`src/rtl/me_best_mv_search_if.sv`:
```
// Handshake bundle for the best motion-vector search stage.
// master drives SAD beats and consumes results; slave is the search block.
interface me_best_mv_search_if #(
    parameter int BATCH = 16,
    parameter int SAD_W = 14,
    parameter int MVX_W = 6,
    parameter int MVY_W = 5
);
    logic                     sad_valid;
    logic                     sad_ready;
    logic                     sad_first;
    logic [BATCH*SAD_W-1:0]   sad_batch;
    logic                     early_en;
    logic [SAD_W-1:0]         thresh;
    logic                     best_valid;
    logic                     best_ready;
    logic [SAD_W-1:0]         best_sad;
    logic [MVX_W-1:0]         best_mvx;
    logic [MVY_W-1:0]         best_mvy;
    logic                     best_early;
    logic                     err_seq;

    modport master (
        output sad_valid,
        output sad_first,
        output sad_batch,
        output early_en,
        output thresh,
        output best_ready,
        input  sad_ready,
        input  best_valid,
        input  best_sad,
        input  best_mvx,
        input  best_mvy,
        input  best_early,
        input  err_seq
    );

    modport slave (
        input  sad_valid,
        input  sad_first,
        input  sad_batch,
        input  early_en,
        input  thresh,
        input  best_ready,
        output sad_ready,
        output best_valid,
        output best_sad,
        output best_mvx,
        output best_mvy,
        output best_early,
        output err_seq
    );
endinterface

```
`src/rtl/me_best_mv_search.sv`:
```
// Running-minimum SAD search over a full window, emitting best SAD + MV.
// Two register stages: lane-min tree (S1), running compare + output (S2).
module me_best_mv_search #(
    parameter int BATCH    = 16,
    parameter int SAD_W    = 14,
    parameter int SEARCH_W = 64,
    parameter int SEARCH_H = 32
) (
    input  logic clk,
    input  logic rst,
    me_best_mv_search_if.slave io_if
);
    localparam int MVX_W = $clog2(SEARCH_W);
    localparam int MVY_W = $clog2(SEARCH_H);
    localparam int NBEAT = SEARCH_W * SEARCH_H / BATCH;
    localparam int LW    = $clog2(BATCH);
    localparam int BW    = (NBEAT > 1) ? $clog2(NBEAT) : 1;
    localparam int IDXW  = $clog2(SEARCH_W * SEARCH_H);

    typedef enum logic [1:0] {
        ST_IDLE,
        ST_ACC,
        ST_DRAIN
    } state_t;

    state_t             r_state;
    logic [BW-1:0]      r_beat_cnt;
    logic               r_err;

    logic               r_s1_vld;
    logic               r_s1_start;
    logic               r_s1_last;
    logic [BW-1:0]      r_s1_beat;
    logic [LW-1:0]      r_s1_lane;
    logic [SAD_W-1:0]   r_s1_sad;
    logic               r_s1_early_en;
    logic [SAD_W-1:0]   r_s1_thresh;

    logic [SAD_W-1:0]   r_run_sad;
    logic [IDXW-1:0]    r_run_idx;
    logic               r_dead;

    logic               r_best_valid;
    logic [SAD_W-1:0]   r_best_sad;
    logic [MVX_W-1:0]   r_best_mvx;
    logic [MVY_W-1:0]   r_best_mvy;
    logic               r_best_early;

    logic               w_stall;
    logic               w_acc;
    logic               w_push;
    logic               w_start;
    logic               w_err;
    logic [BW-1:0]      w_beat;
    logic               w_last;

    logic [SAD_W-1:0]   w_tsad  [1:2*BATCH-1];
    logic [LW-1:0]      w_tlane [1:2*BATCH-1];

    logic               w_s2_go;
    logic [SAD_W-1:0]   w_base_sad;
    logic [IDXW-1:0]    w_base_idx;
    logic               w_base_dead;
    logic [IDXW-1:0]    w_s1_idx;
    logic               w_upd;
    logic [SAD_W-1:0]   w_new_sad;
    logic [IDXW-1:0]    w_new_idx;
    logic               w_fire_early;
    logic               w_fire_end;
    logic               w_emit;

    // A held result freezes the whole pipe, including input acceptance.
    assign w_stall = r_best_valid & ~io_if.best_ready;
    assign w_acc   = io_if.sad_valid & ~w_stall;

    assign io_if.sad_ready  = ~w_stall;
    assign io_if.best_valid = r_best_valid;
    assign io_if.best_sad   = r_best_sad;
    assign io_if.best_mvx   = r_best_mvx;
    assign io_if.best_mvy   = r_best_mvy;
    assign io_if.best_early = r_best_early;
    assign io_if.err_seq    = r_err;

    // Classify the accepted beat: forward to S1, start a block, or flag error.
    always_comb begin
        w_push  = 1'b0;
        w_start = 1'b0;
        w_err   = 1'b0;
        w_beat  = r_beat_cnt;
        if (w_acc) begin
            case (r_state)
                ST_IDLE: begin
                    if (io_if.sad_first) begin
                        w_push  = 1'b1;
                        w_start = 1'b1;
                    end else begin
                        w_err = 1'b1;
                    end
                end
                ST_ACC: begin
                    w_push = 1'b1;
                    if (io_if.sad_first) begin
                        w_start = 1'b1;
                        w_err   = 1'b1;
                    end
                end
                ST_DRAIN: begin
                    if (io_if.sad_first) begin
                        w_push  = 1'b1;
                        w_start = 1'b1;
                        w_err   = 1'b1;
                    end
                end
                default: begin
                    w_push = 1'b0;
                end
            endcase
            if (w_start) begin
                w_beat = '0;
            end
        end
    end

    assign w_last = (w_beat == BW'(NBEAT - 1));

    // Block sequencing FSM with registered protocol-error pulse.
    always_ff @(posedge clk or posedge rst) begin
        if (rst) begin
            r_state    <= ST_IDLE;
            r_beat_cnt <= '0;
            r_err      <= 1'b0;
        end else begin
            r_err <= w_err;
            if (w_acc && io_if.sad_first) begin
                r_beat_cnt <= BW'(1);
                r_state    <= w_last ? ST_IDLE : ST_ACC;
            end else if (w_acc && r_state != ST_IDLE) begin
                r_beat_cnt <= r_beat_cnt + 1'b1;
                if (w_last) begin
                    r_state <= ST_IDLE;
                end else if (r_state == ST_ACC && w_fire_early) begin
                    r_state <= ST_DRAIN;
                end
            end else if (r_state == ST_ACC && w_fire_early) begin
                r_state <= ST_DRAIN;
            end
        end
    end

    // Binary min tree over the lanes; left child (lower lane) wins ties.
    always_comb begin
        for (int k = 0; k < BATCH; k++) begin
            w_tsad[BATCH+k]  = io_if.sad_batch[k*SAD_W +: SAD_W];
            w_tlane[BATCH+k] = LW'(k);
        end
        for (int n = BATCH - 1; n >= 1; n--) begin
            if (w_tsad[2*n+1] < w_tsad[2*n]) begin
                w_tsad[n]  = w_tsad[2*n+1];
                w_tlane[n] = w_tlane[2*n+1];
            end else begin
                w_tsad[n]  = w_tsad[2*n];
                w_tlane[n] = w_tlane[2*n];
            end
        end
    end

    // S1: capture the batch minimum with its position and beat controls.
    always_ff @(posedge clk or posedge rst) begin
        if (rst) begin
            r_s1_vld      <= 1'b0;
            r_s1_start    <= 1'b0;
            r_s1_last     <= 1'b0;
            r_s1_beat     <= '0;
            r_s1_lane     <= '0;
            r_s1_sad      <= '0;
            r_s1_early_en <= 1'b0;
            r_s1_thresh   <= '0;
        end else if (!w_stall) begin
            r_s1_vld      <= w_push;
            r_s1_start    <= w_start;
            r_s1_last     <= w_last;
            r_s1_beat     <= w_beat;
            r_s1_lane     <= w_tlane[1];
            r_s1_sad      <= w_tsad[1];
            r_s1_early_en <= io_if.early_en;
            r_s1_thresh   <= io_if.thresh;
        end
    end

    // A start beat restarts the running min from all-ones.
    assign w_s2_go     = r_s1_vld & ~w_stall;
    assign w_base_sad  = r_s1_start ? {SAD_W{1'b1}} : r_run_sad;
    assign w_base_idx  = r_s1_start ? '0 : r_run_idx;
    assign w_base_dead = r_s1_start ? 1'b0 : r_dead;
    assign w_s1_idx    = IDXW'(r_s1_beat) * IDXW'(BATCH) + IDXW'(r_s1_lane);
    assign w_upd       = r_s1_sad < w_base_sad;
    assign w_new_sad   = w_upd ? r_s1_sad : w_base_sad;
    assign w_new_idx   = w_upd ? w_s1_idx : w_base_idx;

    assign w_fire_early = w_s2_go & ~w_base_dead & r_s1_early_en &
                          ~r_s1_last & (w_new_sad <= r_s1_thresh);
    assign w_fire_end   = w_s2_go & ~w_base_dead & r_s1_last;
    assign w_emit       = w_fire_early | w_fire_end;

    // S2: running minimum; a block that already reported is marked dead.
    always_ff @(posedge clk or posedge rst) begin
        if (rst) begin
            r_run_sad <= '1;
            r_run_idx <= '0;
            r_dead    <= 1'b0;
        end else if (w_s2_go) begin
            r_run_sad <= w_new_sad;
            r_run_idx <= w_new_idx;
            r_dead    <= w_base_dead | w_fire_early;
        end
    end

    // Output register: loads on emit, holds while the consumer stalls.
    always_ff @(posedge clk or posedge rst) begin
        if (rst) begin
            r_best_valid <= 1'b0;
            r_best_sad   <= '0;
            r_best_mvx   <= '0;
            r_best_mvy   <= '0;
            r_best_early <= 1'b0;
        end else if (!w_stall) begin
            r_best_valid <= w_emit;
            if (w_emit) begin
                r_best_sad   <= w_new_sad;
                r_best_mvx   <= MVX_W'(w_new_idx % IDXW'(SEARCH_W));
                r_best_mvy   <= MVY_W'(w_new_idx / IDXW'(SEARCH_W));
                r_best_early <= w_fire_early;
            end
        end
    end
endmodule

```
`src/flat_wrapper.sv`:
```
// flat-port wrapper written by rule: the top's interface ports become plain ports
module me_best_mv_search_flat 
#(
    parameter int BATCH    = 16,
    parameter int SAD_W    = 14,
    parameter int SEARCH_W = 64,
    parameter int SEARCH_H = 32
)
  (clk, rst, io_if_sad_valid, io_if_sad_first, io_if_sad_batch, io_if_early_en, io_if_thresh, io_if_best_ready, io_if_sad_ready, io_if_best_valid, io_if_best_sad, io_if_best_mvx, io_if_best_mvy, io_if_best_early, io_if_err_seq);
  me_best_mv_search_if #(.BATCH(BATCH), .SAD_W(SAD_W), .MVX_W((6)), .MVY_W((5))) io_if_i ();
  input  logic clk;
  input  logic rst;
  input wire logic [$bits(io_if_i.sad_valid)-1:0] io_if_sad_valid;
  input wire logic [$bits(io_if_i.sad_first)-1:0] io_if_sad_first;
  input wire logic [$bits(io_if_i.sad_batch)-1:0] io_if_sad_batch;
  input wire logic [$bits(io_if_i.early_en)-1:0] io_if_early_en;
  input wire logic [$bits(io_if_i.thresh)-1:0] io_if_thresh;
  input wire logic [$bits(io_if_i.best_ready)-1:0] io_if_best_ready;
  output wire logic [$bits(io_if_i.sad_ready)-1:0] io_if_sad_ready;
  output wire logic [$bits(io_if_i.best_valid)-1:0] io_if_best_valid;
  output wire logic [$bits(io_if_i.best_sad)-1:0] io_if_best_sad;
  output wire logic [$bits(io_if_i.best_mvx)-1:0] io_if_best_mvx;
  output wire logic [$bits(io_if_i.best_mvy)-1:0] io_if_best_mvy;
  output wire logic [$bits(io_if_i.best_early)-1:0] io_if_best_early;
  output wire logic [$bits(io_if_i.err_seq)-1:0] io_if_err_seq;
  assign io_if_i.sad_valid = io_if_sad_valid;
  assign io_if_i.sad_first = io_if_sad_first;
  assign io_if_i.sad_batch = io_if_sad_batch;
  assign io_if_i.early_en = io_if_early_en;
  assign io_if_i.thresh = io_if_thresh;
  assign io_if_i.best_ready = io_if_best_ready;
  assign io_if_sad_ready = io_if_i.sad_ready;
  assign io_if_best_valid = io_if_i.best_valid;
  assign io_if_best_sad = io_if_i.best_sad;
  assign io_if_best_mvx = io_if_i.best_mvx;
  assign io_if_best_mvy = io_if_i.best_mvy;
  assign io_if_best_early = io_if_i.best_early;
  assign io_if_err_seq = io_if_i.err_seq;
  me_best_mv_search #(.BATCH(BATCH), .SAD_W(SAD_W), .SEARCH_W(SEARCH_W), .SEARCH_H(SEARCH_H)) u_core (.clk(clk), .rst(rst), .io_if(io_if_i));
endmodule
```
`config.mk`:
```
export PLATFORM = sky130hd
export DESIGN_NAME = me_best_mv_search_flat
export DESIGN_NICKNAME = d
export VERILOG_FILES = /design/src/rtl/me_best_mv_search_if.sv /design/src/rtl/me_best_mv_search.sv /design/src/flat_wrapper.sv
export SDC_FILE = /design/constraint.sdc
export NUM_CORES = 1
export LEC_CHECK = 0
export ABC_CLOCK_PERIOD_IN_PS = 6400
export CORE_ASPECT_RATIO = 1.2
export CORE_MARGIN = 2
export CORE_UTILIZATION = 41
export DETAILED_ROUTE_END_ITERATION = 10
export PLACE_DENSITY = 0.7
export SKIP_CTS_REPAIR_TIMING = 1
export SLEW_MARGIN = 0
export SYNTH_ARGS = -nofsm -noshare
export SYNTH_HDL_FRONTEND = slang
export SYNTH_SLANG_ARGS = --single-unit
```
`constraint.sdc`:
```
create_clock -name clk -period 6.4 [get_ports clk]
set_input_delay 1.28 -clock clk [delete_from_list [all_inputs] [get_ports clk]]
set_output_delay 1.28 -clock clk [all_outputs]
set_load 0.02 [all_outputs]
```
Word-level counts from Yosys, hierarchy flattened
Index checks and enable logic that the tools add are counted.
- flip-flop bits (word level): 106
- output and inout port bits: 29
- word-level logic and storage cells: 118
- $lt $le $gt $ge: 17
- bitwise logic cells: 14
- muxes and demuxes: 53
- reduce and logical (&&, ||, !) cells: 10
- $add $sub $neg: 2
- equal/unequal tests: 3
- operators with widths (cell ; count):
    $mux 14 ; 17
    $lt 14x14->1 ; 16
    $mux 7 ; 4
    $mux 11 ; 2
    $mux 1 ; 17
    $mux 2 ; 8
    $le 14x14->1 ; 1
    $add 11x4->11 ; 1
    $and 1x1->1 ; 8
    $add 7x1->7 const B ; 1
    $eq 7x7->1 const B ; 1
    $mux 3 ; 2
    $mux 4 ; 1
    $not 1->1 ; 4
    $pmux 1 s2 ; 2
    $reduce_bool 2->1 ; 2
    $reduce_or 2->1 ; 2
    $logic_and 1x1->1 ; 3
    $reduce_or 3->1 ; 1
    $eq 2x1->1 const B ; 1
    $eq 2x2->1 const B ; 1
    $logic_not 2->1 ; 1
    $or 1x1->1 ; 2
    $reduce_and 2->1 ; 1

Depth between registers and ports, before layout
- depth after elaboration: 13
- depth in mapped cells: 49

Least setup slack after synthesis
OpenSTA, ideal clock, no wires.
- path kind: input to register
- from: in io_if_sad_batch[63]
- to: reg u_core.r_s1_lane[1]
- cell stages on the path: 43
- required time: 6.277 ns
- setup time: 0.123 ns
- arrival time: 9.198 ns
- setup slack: -2.921 ns
- buffers on the path: 8
- path through: inv_1 ha_1 a21o_1 a21o_1 a21o_1 a221o_1 a31oi_1 clkbuf_1 clkbuf_1 a21oi_1 ha_1 a21o_1 a21o_1 a21o_1 a21o_1 a211o_1 a21o_1 nor3_2 [7 not listed] nand3_1 a41o_1 buf_6 clkbuf_1 clkbuf_1 a31oi_1 ha_1 o21ai_0 nand2b_1 a21oi_1 nor2b_1 o21ai_0 nand2b_1 a221o_1 or3_1 buf_4 buf_4 o221a_2
- word-level cells in the longest chain between the ends: 8
- elaborated cells on any way between the ends: 10
- those cells by class: 4 x order compare; 6 x mux
- RTL lines (item ; RTL line ; source):
    from (decl) ; flat_wrapper.sv:15 ; input wire logic [$bits(io_if_i.sad_batch)-1:0] io_if_sad_batch;
    $lt 14x14->1 ; me_best_mv_search.sv:157 ; if (w_tsad[2*n+1] < w_tsad[2*n]) begin
    $mux 14 (*) ; me_best_mv_search.sv:157 ;
    $lt 14x14->1 ; me_best_mv_search.sv:157 ;
    $mux 14 ; me_best_mv_search.sv:157 ;
    $lt 14x14->1 ; me_best_mv_search.sv:157 ;
    $mux 14 ; me_best_mv_search.sv:157 ;
    $lt 14x14->1 ; me_best_mv_search.sv:157 ;
    $mux 4 (*) ; me_best_mv_search.sv:157 ;
    to (signal assigned) ; me_best_mv_search.sv:183 ; r_s1_lane <= w_tlane[1];
    to (decl) ; me_best_mv_search.sv:34 ; logic [LW-1:0] r_s1_lane;
Every way passes the cells marked *; elsewhere a longest branch is shown, timed or not.
A chain may end at the register's enable or synchronous reset.

Final worst setup path
- from: in io_if_sad_batch[175]
- to: reg u_core.r_s1_sad[1]
- word-level cells in the longest chain between the ends: 8
- RTL lines (item ; RTL line ; source):
    $lt 14x14->1 ; me_best_mv_search.sv:157 ;
    $mux 14 (*) ; me_best_mv_search.sv:157 ;
    $lt 14x14->1 ; me_best_mv_search.sv:157 ;
    $mux 14 (*) ; me_best_mv_search.sv:157 ;
    $lt 14x14->1 ; me_best_mv_search.sv:157 ;
    $mux 14 (*) ; me_best_mv_search.sv:157 ;
    $lt 14x14->1 ; me_best_mv_search.sv:157 ;
    $mux 14 (*) ; me_best_mv_search.sv:157 ;
    to (signal assigned) ; me_best_mv_search.sv:184 ; r_s1_sad <= w_tsad[1];
    to (decl) ; me_best_mv_search.sv:35 ; logic [SAD_W-1:0] r_s1_sad;
Marks and branches as above.

==> metrics.csv <==
stage,metric,value,unit
drt,ANT nets after route,0,
power,Peak VDD IR,359,uV
die,overall die width,163,um
final_layout,Nets,2730,
critical_path,"Slowest-stage cell, CP",nor3b_1,
timing,unrepaired setup endpoints after global routing,true,
clocking,H-tree levels,3,
critical_path,Startpoint Class,input port,
run,Max Cap Viol,0,
final_layout,"commonest non-fill, non-tap cell in the layout",buf_4,
placement,DP HPWL,33800,um
timing,setup_tns,-40830,ps
final_layout,layout cell share with drive strength beyond 1,0.387,
synth,synthesized net count,2013,
final_layout,number of antenna diodes,0,
timing,slew margin rel.,0.433,
timing,worst-margin pin slew,850,ps
critical_path,crit-path max cell delay,480,ps
die,CORE AREA,29700,um^2
timing,fin crit share,1.36,
global_routing,pin count of the biggest net entering global routing,73,
drt,# DRC,0,
critical_path,Crit path arrival time,8990,ps
critical_path,Crit path top cell by count,a21o_1,
die,# IOs,273,
die,die area,31700,um^2
hold_path,HP Class,register to register,
power,PwrDens,368,nW/um^2
drt,Via-to-Cell Ratio,5.38,
die,Starting Density,0.419,
clocking,Clock transition at path regs,70,ps
timing,Worst Skew,7.45,ps
synth,Avg Inst Size Synth,8.01,um^2
drt,via count,14300,
clocking,CTS max path bufs,2,
drt,wire length per cell,16.7,um
placement,port bufs,272,
drt,Initial DRT Pass Iterations,7,
synth,Netlist cell types,69,
timing,min Tclk post-route,8710,ps
synth,Post-synth EDFFs,0,
die,Die Span Y,195,um
drt,WL final,44600,um
clocking,Clock Root Buffer,clkbuf_16,
clocking,CTS buffer count,9,
timing,Max Slew Vio Count,0,
timing,setup violators final,18,
placement,pre-CTS WS,-2970,ps
synth,"Cell Area, Synth",12400,um^2
global_routing,vias in the first global route,13900,
clocking,Worst-Skew Late Latency,350,ps
global_routing,total gr overflow,0,
critical_path,WP data required,6690,ps
run_status,outcome,"finished, violations left",
timing,Final Hold Vio Count,0,
clocking,clk sinks,106,
synth,register area share after synthesis,0.215,
drt,Iter 0 DRT Violations,657,
placement,Placer Congestion,0.931,
global_routing,total track usage,0.240,
critical_path,Setup CP Type,input port to register,
synth,async set-or-reset flop fraction in the synthesized netlist,1.00,
power,"Power, Total",7900,uW
die,Rows,69,
critical_path,CP endpoint kind,register,
timing,fmax,0.115,GHz
final_layout,"commonest non-fill, non-tap cells in the layout","buf_4, clkdlybuf4s50_1, ha_1",
synth,Post-synth top flop,dfrtp_1,
clocking,CTS tree,yes,
final_layout,P&R area growth vs syn,72.6,%
synth,Post-Synthesis Cells,1553,
critical_path,CP max FO,14,
power,P_leak,0.0109,uW
global_routing,first-pass GRT wire length,63700,um
global_routing,initial antenna violation count,0,
run_status,failing checks,negative setup slack,
final_layout,"Core Util, Final",0.723,
timing,worst setup margin,-2310,ps
synth,Ys Warns,0,
synth,synthesis-stage register bit count,106,
[final timing paths]
check	startpoint	to	slack, ps	depth (start not counted)
worst min-delay path	u_core.r_s1_early_en	u_core.r_s1_early_en	470	2
worst max-delay path	io_if_sad_batch[175]	u_core.r_s1_sad[1]	-2310	43
worst max register to register	u_core.r_run_sad[1]	u_core.io_if.best_sad[7]	350	32
worst min register to register	u_core.r_s1_early_en	u_core.r_s1_early_en	470	2
min in group asynchronous	rst	u_core.io_if.best_mvx[3]	1290	2
max in group asynchronous	rst	u_core.r_s1_sad[12]	3920	3
[kinds of logic after synthesis]
logic type,Yosys count,share of synthesized area
compound gates,485,0.260
simple gates,424,0.156
buf+inv,226,0.0701
fa+ha+maj,218,0.219
flops,106,0.215
mux,84,0.0730
xor+xnor,10,0.00704
[Yosys cell counts (30+ instances only)]
cell type  instances  share of area
ha_1             216           0.22
clkbuf_1          45          0.014
a21o_1            55          0.033
a22o_1            30          0.021
nand2_1          155          0.047
nand4_1           33          0.017
mux2_2            51          0.046
inv_1            172          0.052
o21ai_0           99          0.040
nand2b_1          32          0.016
nor2_1           135          0.041
mux2i_1           32          0.026
dfrtp_1           92           0.19
a21oi_1          144          0.058
[stage by stage]
stage	hold slack (ps)	std cells	cell area (um^2)
6_report	468	2665	21500
5_1_grt	503	2665	21500
4_1_cts	471	2596	19100
3_5_place_dp	456	2580	18800
3_3_place_gp	456	2580	18800
2_1_floorplan	439	1553	12700
[where the power goes]
part,switching (uW),internal [uW],total [uW],leakage [uW]
sequential,195,985,1180,0.00128
clock,237,313,549,0.000149
combinational,2930,3240,6170,0.00943
total,3370,4540,7900,0.0109
[layer usage]
metal  up-vias  GRT usage  share of wire
met1      6797      0.289           0.41
met3       127     0.0175          0.031
met5         -          0              0
li1       7028          -              -
met4         0     0.0619          0.034
met2       391      0.456           0.52
[final cells by class]
cell class                      count  area, um^2
Inverter                          173         659
Multi-Input combinational cell   1222       10600
Tap cell                          390         488
Timing Repair Buffer              758        6740
Clock buffer                       11         243
Sequential cell                   106        2670
Fill cell                        2179        8240
Clock inverter                      5        53.8
[flip-flops by register name (all words and copies together), names as in the netlist, 2 cells and up]
| name | flops |
|---|---|
| u_core.r_state | 2 |
| u_core.r_run_idx | 11 |
| u_core.r_s1_lane | 4 |
| u_core.r_s1_beat | 7 |
| u_core.r_s1_thresh | 14 |
| u_core.r_beat_cnt | 7 |
| u_core.io_if.best_mvx | 6 |
| u_core.r_s1_sad | 14 |
| u_core.io_if.best_mvy | 5 |
| u_core.r_run_sad | 14 |
| u_core.io_if.best_sad | 14 |
[critical path: cells and delay by family]
| family | cells | cell delay (ps) |
|---|---|---|
| compound gates | 20 | 3920 |
| simple gates | 11 | 1520 |
| buf+inv | 8 | 1190 |
| fa+ha+maj | 4 | 1060 |
Note: power is estimated with default switching activity, not from simulation.
==> variant: new RTL, same settings <==
`SAD_W` is set to 14 in 3 places; all go to 16.
--- a/src/rtl/me_best_mv_search_if.sv
+++ b/src/rtl/me_best_mv_search_if.sv
@@ -4,3 +4,3 @@
     parameter int BATCH = 16,
-    parameter int SAD_W = 14,
+    parameter int SAD_W = 16,
     parameter int MVX_W = 6,
--- a/src/rtl/me_best_mv_search.sv
+++ b/src/rtl/me_best_mv_search.sv
@@ -4,3 +4,3 @@
     parameter int BATCH    = 16,
-    parameter int SAD_W    = 14,
+    parameter int SAD_W    = 16,
     parameter int SEARCH_W = 64,
--- a/src/flat_wrapper.sv
+++ b/src/flat_wrapper.sv
@@ -4,3 +4,3 @@
     parameter int BATCH    = 16,
-    parameter int SAD_W    = 14,
+    parameter int SAD_W    = 16,
     parameter int SEARCH_W = 64,
Interface: changed (resized io_if_best_sad, io_if_sad_batch and io_if_thresh); port bits go from 273 to 309. No check against the original RTL was run, so the function may have changed too.
==> variant against the original RTL <==
The run still ends with negative setup slack left; highest routed layer unchanged; global-route usage rose by 0.77 points; worst setup slack got worse by 0.60 ns; sequential cell count rose by 8; critical endpoint unchanged; power rose by 4.4%; wire length rose by 20%; synthesized area rose by 16%; first-iteration DRC count rose by 5.6%; hold slack improved by 0.016 ns; critical path type unchanged; design area rose by 17%.
==> variant: results (changes against the original RTL) <==
qor: outcome.status complete, but fails checks [unchanged]
qor: outcome.failed_checks negative setup slack [unchanged]
qor: critical_path.worstRegToRegCells 26 [was 32]
qor: timing.total_neg_setup_slack -56.07 ns [was -40.83 ns]
qor: global_route.grt.met3_usage 0.03748 [was 0.01750]
qor: power.power_frac_comb 0.732 [was 0.781]
qor: cts.clkLatencyLatePin 0.42 ns [was 0.35 ns]
qor: power.power_clock 0.000961 W [was 0.000549 W]
qor: timing.fin_ws -2.909 ns [was -2.308 ns]
qor: logic_synthesis.synth.cells.most_frequent 253 x ha_1, 236 x inv_1, 198 x mux2i_1, 98 x dfrtp_1, 88 x a21oi_1 [was 216 x ha_1, 172 x inv_1, 155 x nand2_1, 144 x a21oi_1, 135 x nor2_1]
qor: global_route.grt_util_met2 0.4697 [was 0.4561]
qor: critical_path.cp_slowest_cell clkdlybuf4s50_1 [was nor3b_1]
qor: cells_and_area.nets 2915 [was 2730]
qor: logic_synthesis.synth-compound-area-share 0.1716 [was 0.2602]
qor: timing.setup_viol 20 [was 18]
qor: critical_path.critical_path.reg2reg.endpoint u_core.io_if.best_sad[9] [was u_core.io_if.best_sad[7]]
qor: placement.preCtsSetupSlack -3.914 ns [was -2.971 ns]
qor: power.peak_ir_drop_on_the_vdd_network 0.2669 mV [was 0.3585 mV]
qor: hold_path.count_of_cells_along_the_worst_hold_path 1 [was 2]
qor: placement.gp_congestion 0.9149 [was 0.9305]
qor: placement.placement.cell_area 0.02123 mm2 [was 0.01881 mm2]
qor: global_route.grt_start_max_net_pins 59 [was 73]
qor: logic_synthesis.synth_xor_xnor_area_share 0.003651 [was 0.007043]
qor: detailed_routing.totalWireLength 53340 um [was 44560 um]
qor: detailed_routing.dr.pass1.iters 4 [was 7]
qor: detailed_routing.route.layer.met1.wl 20400 um [was 18400 um]
qor: cells_and_area.final_layout_size_suffix_gt1_frac 0.3963 [was 0.3868]
qor: cts.clk_transition_reported_paths 0.05 ns [was 0.07 ns]
qor: logic_synthesis.syn_nets 2153 [was 2013]
qor: power.p_leak 12.67 nW [was 10.86 nW]
qor: placement.numPortBuffers 308 [was 272]
qor: logic_synthesis.synth_cell_types 80 [was 69]
qor: detailed_routing.met2WireLength 28040 um [was 23290 um]
[variant: cell types whose count changed in the layout (fill, tap and decap cells not counted), moves of 44 or more]
cell	change
inv_1	+84
mux2i_1	+65
mux2i_4	+64
nand2_1	-51
nor2_1	-50
mux2i_2	+46
a21oi_2	-44
[variant: final cells by class]
| type | count | area (um2) |
|---|---|---|
| flip-flops and latches | 114 | 2873 |
| repair buffers | 798 | 7382 |
| multi-input cells | 1216 | 12710 |
| clock inverters | 8 | 98.84 |
| well taps | 462 | 578.1 |
| inverters | 237 | 899.6 |
| fillers | 2338 | 9752 |
| clock buffers | 24 | 511.7 |
| diodes | 4 | 10.01 |
[variant: per-stage QoR]
stage          hold WS [ns]  std cells    util
2_1_floorplan        0.4453       1622       -
3_3_place_gp         0.4605       2765  0.6097
3_5_place_dp         0.4703       2765  0.6097
4_1_cts              0.4868       2797  0.6272
5_1_grt              0.5051       2863  0.7199
6_report             0.4832       2863  0.7199
